$ cat config.mk
export PLATFORM = sky130hd
export DESIGN_NAME = nco_bcd_scan_disp_flat
export DESIGN_NICKNAME = d
export VERILOG_FILES = /design/src/rtl/nco_bcd_scan_disp_if.sv /design/src/rtl/nco_bcd_scan_disp.sv /design/src/flat_wrapper.sv
export SDC_FILE = /design/constraint.sdc
export NUM_CORES = 1
export LEC_CHECK = 0
export CORE_UTILIZATION = 40
export DETAILED_ROUTE_END_ITERATION = 8
export SYNTH_ARGS = -nofsm -noshare
export SYNTH_HDL_FRONTEND = slang
export SYNTH_SLANG_ARGS = --single-unit
$ cat constraint.sdc
create_clock -name clk -period 2.75 [get_ports clk]
set_input_delay 0.825 -clock clk [delete_from_list [all_inputs] [get_ports clk]]
set_output_delay 0.825 -clock clk [all_outputs]
set_load 0.02 [all_outputs]
$ cat src/rtl/nco_bcd_scan_disp_if.sv
// Control and display signal bundle for nco_bcd_scan_disp.
// The DUT takes the slave side; the board top or bench takes the master side.
interface nco_bcd_scan_disp_if #(
  parameter int DIGITS    = 6,
  parameter int NCO_WIDTH = 32
);
  logic [NCO_WIDTH-1:0] i_nco_inc;
  logic                 i_run;
  logic                 i_up;
  logic                 i_clear;
  logic [DIGITS-1:0]    o_seg_enb;
  logic                 o_seg_dp;
  logic [6:0]           o_seg;
  logic                 o_tick;
  logic                 o_ovf;

  modport master (
    output i_nco_inc, i_run, i_up, i_clear,
    input  o_seg_enb, o_seg_dp, o_seg, o_tick, o_ovf
  );

  modport slave (
    input  i_nco_inc, i_run, i_up, i_clear,
    output o_seg_enb, o_seg_dp, o_seg, o_tick, o_ovf
  );
endinterface

$ cat src/rtl/nco_bcd_scan_disp.sv
// NCO-driven DIGITS-wide BCD up/down counter, scanned onto a common-cathode 7-segment bank.
// Optional feature macro: LEADING_ZERO_BLANK_EN blanks leading zero digits (digit 0 never blanked).
module nco_bcd_scan_disp #(
  parameter int DIGITS    = 6,
  parameter int NCO_WIDTH = 32,
  parameter int SCAN_DIV  = 50000,
  parameter int DP_POS    = 2
) (
  input logic              clk,
  input logic              rst_n,
  nco_bcd_scan_disp_if.slave bus
);
  localparam int IW = (DIGITS > 1) ? $clog2(DIGITS) : 1;
  localparam int DW = $clog2(SCAN_DIV);
  localparam bit DP_EN = (DP_POS >= 0) && (DP_POS < DIGITS);
  localparam logic [IW-1:0] DP_SEL   = DP_EN ? IW'(DP_POS) : '0;
  localparam logic [IW-1:0] IDX_LAST = IW'(DIGITS - 1);
  localparam logic [DW-1:0] DIV_LAST = DW'(SCAN_DIV - 1);

  logic [NCO_WIDTH-1:0]   acc_q, acc_d;
  logic [DIGITS-1:0][3:0] cnt_q, cnt_d;
  logic                   tick_q, tick_d;
  logic                   ovf_q, ovf_d;
  logic [DW-1:0]          div_q, div_d;
  logic [IW-1:0]          idx_q, idx_d;
  logic [DIGITS-1:0]      enb_q, enb_d;
  logic [6:0]             seg_q, seg_d;
  logic                   dp_q, dp_d;
  logic [NCO_WIDTH:0]     sum;
  logic                   carry;

  function automatic logic [6:0] seg7(input logic [3:0] v);
    case (v)
      4'd0:    seg7 = 7'h3F;
      4'd1:    seg7 = 7'h06;
      4'd2:    seg7 = 7'h5B;
      4'd3:    seg7 = 7'h4F;
      4'd4:    seg7 = 7'h66;
      4'd5:    seg7 = 7'h6D;
      4'd6:    seg7 = 7'h7D;
      4'd7:    seg7 = 7'h07;
      4'd8:    seg7 = 7'h7F;
      4'd9:    seg7 = 7'h6F;
      default: seg7 = 7'h00;
    endcase
  endfunction

  // Clear outranks the tick: a carry in a clearing cycle is discarded without a pulse.
  always_comb begin
    logic c;
    sum    = {1'b0, acc_q} + {1'b0, bus.i_nco_inc};
    carry  = bus.i_run & sum[NCO_WIDTH];
    acc_d  = acc_q;
    cnt_d  = cnt_q;
    tick_d = 1'b0;
    ovf_d  = 1'b0;
    c      = 1'b1;
    if (bus.i_clear) begin
      acc_d = '0;
      cnt_d = '0;
    end else if (bus.i_run) begin
      acc_d = sum[NCO_WIDTH-1:0];
      if (carry) begin
        for (int unsigned i = 0; i < DIGITS; i++) begin
          if (c) begin
            if (bus.i_up) begin
              if (cnt_q[i] == 4'd9) cnt_d[i] = 4'd0;
              else begin
                cnt_d[i] = cnt_q[i] + 4'd1;
                c        = 1'b0;
              end
            end else begin
              if (cnt_q[i] == 4'd0) cnt_d[i] = 4'd9;
              else begin
                cnt_d[i] = cnt_q[i] - 4'd1;
                c        = 1'b0;
              end
            end
          end
        end
        tick_d = 1'b1;
        ovf_d  = c;
      end
    end
  end

  always_comb begin
`ifdef LEADING_ZERO_BLANK_EN
    logic [DIGITS-1:0] lz;
`endif
    div_d = (div_q == DIV_LAST) ? '0 : div_q + 1'b1;
    idx_d = idx_q;
    if (div_q == DIV_LAST) idx_d = (idx_q == IDX_LAST) ? '0 : idx_q + 1'b1;
    enb_d        = '1;
    enb_d[idx_q] = 1'b0;
    seg_d        = seg7(cnt_q[idx_q]);
    dp_d         = DP_EN && (idx_q == DP_SEL);
`ifdef LEADING_ZERO_BLANK_EN
    // lz[i]: digit i and every more-significant digit are zero
    lz[DIGITS-1] = (cnt_q[DIGITS-1] == 4'd0);
    for (int unsigned i = 1; i < DIGITS; i++)
      lz[DIGITS-1-i] = (cnt_q[DIGITS-1-i] == 4'd0) && lz[DIGITS-i];
    if ((idx_q != '0) && lz[idx_q]) seg_d = '0;
`endif
  end

  always_ff @(posedge clk or negedge rst_n) begin
    if (!rst_n) begin
      acc_q  <= '0;
      cnt_q  <= '0;
      tick_q <= 1'b0;
      ovf_q  <= 1'b0;
      div_q  <= '0;
      idx_q  <= '0;
      enb_q  <= '1;
      seg_q  <= '0;
      dp_q   <= 1'b0;
    end else begin
      acc_q  <= acc_d;
      cnt_q  <= cnt_d;
      tick_q <= tick_d;
      ovf_q  <= ovf_d;
      div_q  <= div_d;
      idx_q  <= idx_d;
      enb_q  <= enb_d;
      seg_q  <= seg_d;
      dp_q   <= dp_d;
    end
  end

  assign bus.o_seg_enb = enb_q;
  assign bus.o_seg     = seg_q;
  assign bus.o_seg_dp  = dp_q;
  assign bus.o_tick    = tick_q;
  assign bus.o_ovf     = ovf_q;
endmodule

$ cat src/flat_wrapper.sv
// flat-port wrapper written by rule: the top's interface ports become plain ports
module nco_bcd_scan_disp_flat 
#(
  parameter int DIGITS    = 6,
  parameter int NCO_WIDTH = 32,
  parameter int SCAN_DIV  = 50000,
  parameter int DP_POS    = 2
)
  (clk, rst_n, bus_i_nco_inc, bus_i_run, bus_i_up, bus_i_clear, bus_o_seg_enb, bus_o_seg_dp, bus_o_seg, bus_o_tick, bus_o_ovf);
  nco_bcd_scan_disp_if #(.DIGITS(DIGITS), .NCO_WIDTH(NCO_WIDTH)) bus_i ();
  input logic clk;
  input logic rst_n;
  input wire logic [$bits(bus_i.i_nco_inc)-1:0] bus_i_nco_inc;
  input wire logic [$bits(bus_i.i_run)-1:0] bus_i_run;
  input wire logic [$bits(bus_i.i_up)-1:0] bus_i_up;
  input wire logic [$bits(bus_i.i_clear)-1:0] bus_i_clear;
  output wire logic [$bits(bus_i.o_seg_enb)-1:0] bus_o_seg_enb;
  output wire logic [$bits(bus_i.o_seg_dp)-1:0] bus_o_seg_dp;
  output wire logic [$bits(bus_i.o_seg)-1:0] bus_o_seg;
  output wire logic [$bits(bus_i.o_tick)-1:0] bus_o_tick;
  output wire logic [$bits(bus_i.o_ovf)-1:0] bus_o_ovf;
  assign bus_i.i_nco_inc = bus_i_nco_inc;
  assign bus_i.i_run = bus_i_run;
  assign bus_i.i_up = bus_i_up;
  assign bus_i.i_clear = bus_i_clear;
  assign bus_o_seg_enb = bus_i.o_seg_enb;
  assign bus_o_seg_dp = bus_i.o_seg_dp;
  assign bus_o_seg = bus_i.o_seg;
  assign bus_o_tick = bus_i.o_tick;
  assign bus_o_ovf = bus_i.o_ovf;
  nco_bcd_scan_disp #(.DIGITS(DIGITS), .NCO_WIDTH(NCO_WIDTH), .SCAN_DIV(SCAN_DIV), .DP_POS(DP_POS)) u_core (.clk(clk), .rst_n(rst_n), .bus(bus_i));
endmodule
==> summary.txt <==
Power
  • Peak VDD IR: 0.000402 V
  • Net switching power: 1610 uW
  • Comb pwr share: 0.392
  • Int Pwr: 3230 uW
  • Final Power: 4840 uW
  • Clock share of power: 0.293
  • Sw frac: 0.332
  • Leak: 0.00426 uW
  • Seq pwr share: 0.315
  • Power Dens Cells: 498 nW/um2

Run
  • Max-Cap Viols: 0

Global routing
  • Antenna violations before repair: 0
  • Total GRT Usage: 0.215
  • Total gr overflow: 0
  • Largest net degree at the start of global routing: 55
  • Vias in the first global route: 6321
  • First-pass GRT wire length: 31.4 mm

Placed design
  • Post-DP HPWL: 13.6 mm
  • Final Wtd Congestion: 0.894
  • Dpl cell area: 8740 um2
  • Dpl cells: 1171
  • PortBufs: 52

Clocking
  • CTS tree: done
  • Worst-Skew Late Latency: 360 ps
  • H-tree Lvls: 3
  • CTS sink cnt: 91
  • Clk buf depth: 2
  • Clock buffer count from CTS: 9
  • Hold-fix buffers, CTS: 0
  • Clock Pin Slew Worst Setup and Hold Paths: 70 ps
  • Root buf cell: clkbuf_16

Timing
  • Rel. slew slack: 0.640
  • Max-slew violation count: 0
  • Unrepaired setup endpoints after global routing: true
  • Fmax: 368 MHz
  • Worst-Margin Slew: 540 ps
  • Final setup viols: 0
  • Hold Fails Final Rpt: 0
  • Tmin final: 2720 ps
  • Fin crit share: 0.987
  • Clock skew: 11.9 ps

Layout
  • Non-Filler Instances: 1206
  • N_diodes: 0
  • Reg area: 2280 um2
  • Multi-input logic area: 5070 um2
  • Commonest non-fill, non-tap cells in the layout: 130 x buf_4, 85 x dfrtp_1, 81 x nor2_1
  • Syn-to-layout area delta: 37.7%
  • Fillers: 1524
  • Post-layout net count: 1065
  • Final Cell Area: 9700 um2
  • Share of cells above drive strength 1: 0.299
  • Commonest non-fill, non-tap cell in the layout: buf_4

Detailed routing
  • First drt pass iteration count: 5
  • Vias/cell: 5.46
  • Wire length per cell: 15.8 um
  • Drt drc: 0
  • Routed WL: 19.0 mm
  • ANT nets after route: 0
  • Initial DRC count: 413
  • Via count: 6583

Yosys
  • Leading area contributor after synthesis: dfrtp_1
  • Cells after Synth: 813
  • Register area share after synthesis: 0.324
  • Mapped Area: 7050 um2
  • Largest cells by area after synthesis: dfrtp_1 30%, ha_1 9.1%, nor2_1 4.4%, a21oi_1 4.1%, mux2i_1 3.4%
  • Yosys warnings: 0
  • Post-synth EDFFs: 0
  • Count of cell types in the netlist: 94
  • #FFs+latches synth: 91
  • Syn nets: 902
  • Top-area cell type share of the netlist area: 0.302
  • Post-synthesis async set-or-reset flop share: 1.00
  • Post-synth top flop: dfrtp_1
  • Synthesized area per cell: 8.67 um2

Floorplanning
  • Die H: 135 um
  • Total core area: 17200 um2
  • Die X: 135 um
  • Row count: 48
  • Full die area: 18200 um2
  • Initial Utilization: 0.409
  • I/O Pins: 53

Status
  • Status: complete, no violations

Setup path
  • Crit Path Max Fanout: 4
  • CP Class: in -> reg
  • Crit-path max cell delay: 330 ps
  • Critical path data arrival time: 2970 ps
  • Setup crit start kind: input port
  • Worst path top cell family by delay: compound AO/OA/AOI/OAI gates
  • CP bufs+invs: 2
  • CP max stage cell: fa_2
  • Worst setup EP type: flop
  • Critical Path RT: 3010 ps
  • Cell Chain, Critical Path: buf_6 -> ha_4 -> fa_2 -> a21o_1 -> a21oi_4 -> o211ai_4 -> a211oi_4 -> nor4_4 -> a211oi_2 -> buf_4 -> o2111ai_2 -> o311ai_1

Hold path
  • Tightest Hold Check Type: in -> async
## routing by layer
| layer | vias to the layer above | global-route usage | routed length [um] |
|---|---|---|---|
| li1 | 3278 | - | - |
| met1 | 3192 | 0.293 | 9060 |
| met2 | 95 | 0.361 | 9190 |
| met5 | - | 0 | 0 |
| met3 | 18 | 0.0308 | 586 |
| met4 | 0 | 0.0493 | 204 |
## Yosys cell counts (all sizes together) (5+ instances only)
cell type,count
nor2b,20
a31oi,12
and2,12
a21o,24
nand4,11
dfrtp,85
nand2,57
or3,5
mux2i,24
xnor2,23
a21boi,7
buf,13
nand2b,12
nor4,5
nand3b,6
ha,51
nand3,31
xor2,16
nor3,20
and3,14
o2111ai,5
dfstp,6
o211ai,5
inv,30
clkbuf,33
a22oi,14
o21ai,51
nor2,82
a211oi,11
a21oi,62
## through the flow
stage               hold slack [ps]  setup TNS [ps]  setup slack, ps   util
floorplan                       425            -580             -185      -
global placement                449          -27140             -735  0.507
detailed placement              451          -28540             -751  0.507
CTS                             458               0             1.69  0.554
global route                    459            -103            -55.4  0.563
finish                          434               0             34.6  0.563
## layout make-up
class                           instances  share of cell area
Inverter                               30              0.0116
Timing Repair Buffer                  198               0.168
Multi-Input combinational cell        646               0.523
Tap cell                              225              0.0290
Sequential cell                        91               0.235
Clock buffer                           10              0.0236
Clock inverter                          6             0.00980
## flip-flops by register name (all words and copies together), names as in the netlist
signal / cells
u_core.bus.o_seg_dp: 1
u_core.idx_q: 3
u_core.acc_q: 32
u_core.div_q: 16
u_core.bus.o_ovf: 1
u_core.bus.o_tick: 1
u_core.cnt_q: 24
u_core.bus.o_seg: 7
u_core.bus.o_seg_enb: 6
## worst register-to-register path, cell delays in order, from the launching register on
cell and delay (ps):
dfrtp_1 410, ha_4 180, fa_2 330, a21o_1 210, a21oi_4 190, o211ai_4 110
a211oi_4 330, nor4_4 100, a211oi_2 260, buf_4 170, o2111ai_2 120, o311ai_1 90
## power groups by stage
stage               Clock (uW)  Sequential, uW  Combinational [uW]
global route              1490            1540                2080
CTS                       1440            1520                1790
detailed placement           0            1520                1610
finish                    1420            1520                1900
global placement             0            1520                1600
floorplan                    0            1510                 941
## kinds of logic after synthesis
| kind of cell | share of synthesized area |
|---|---|
| buffers and inverters | 0.0449 |
| multiplexers | 0.0405 |
| flip-flops | 0.324 |
| AO/OA/AOI/OAI | 0.234 |
| AND/OR/NAND/NOR | 0.214 |
| XOR/XNOR | 0.0485 |
| adder cells (fa/ha/maj) | 0.0934 |
## path summary, 6_finish.rpt
path | from | endpoint | slack, ps | cells after the start
max in group asynchronous | rst_n | u_core.acc_q[20] | 1830 | 2
worst max-delay path | bus_i_nco_inc[0] | u_core.acc_q[28] | 30 | 12
worst min register to register | u_core.div_q[0] | u_core.div_q[0] | 460 | 1
min in group clk | u_core.div_q[0] | u_core.div_q[0] | 460 | 1
worst max register to register | u_core.acc_q[0] | u_core.acc_q[28] | 170 | 11
worst min-delay path | rst_n | u_core.acc_q[15] | 430 | 2
## timing repair
item                       in CTS  in global routing
pin swaps                      53                 43
resized for setup             102                 56
setup endpoints to repair      45                 34
buffers inserted               15                  8
hold endpoints to repair        0                  0
Note: power is estimated with default switching activity, not from simulation.
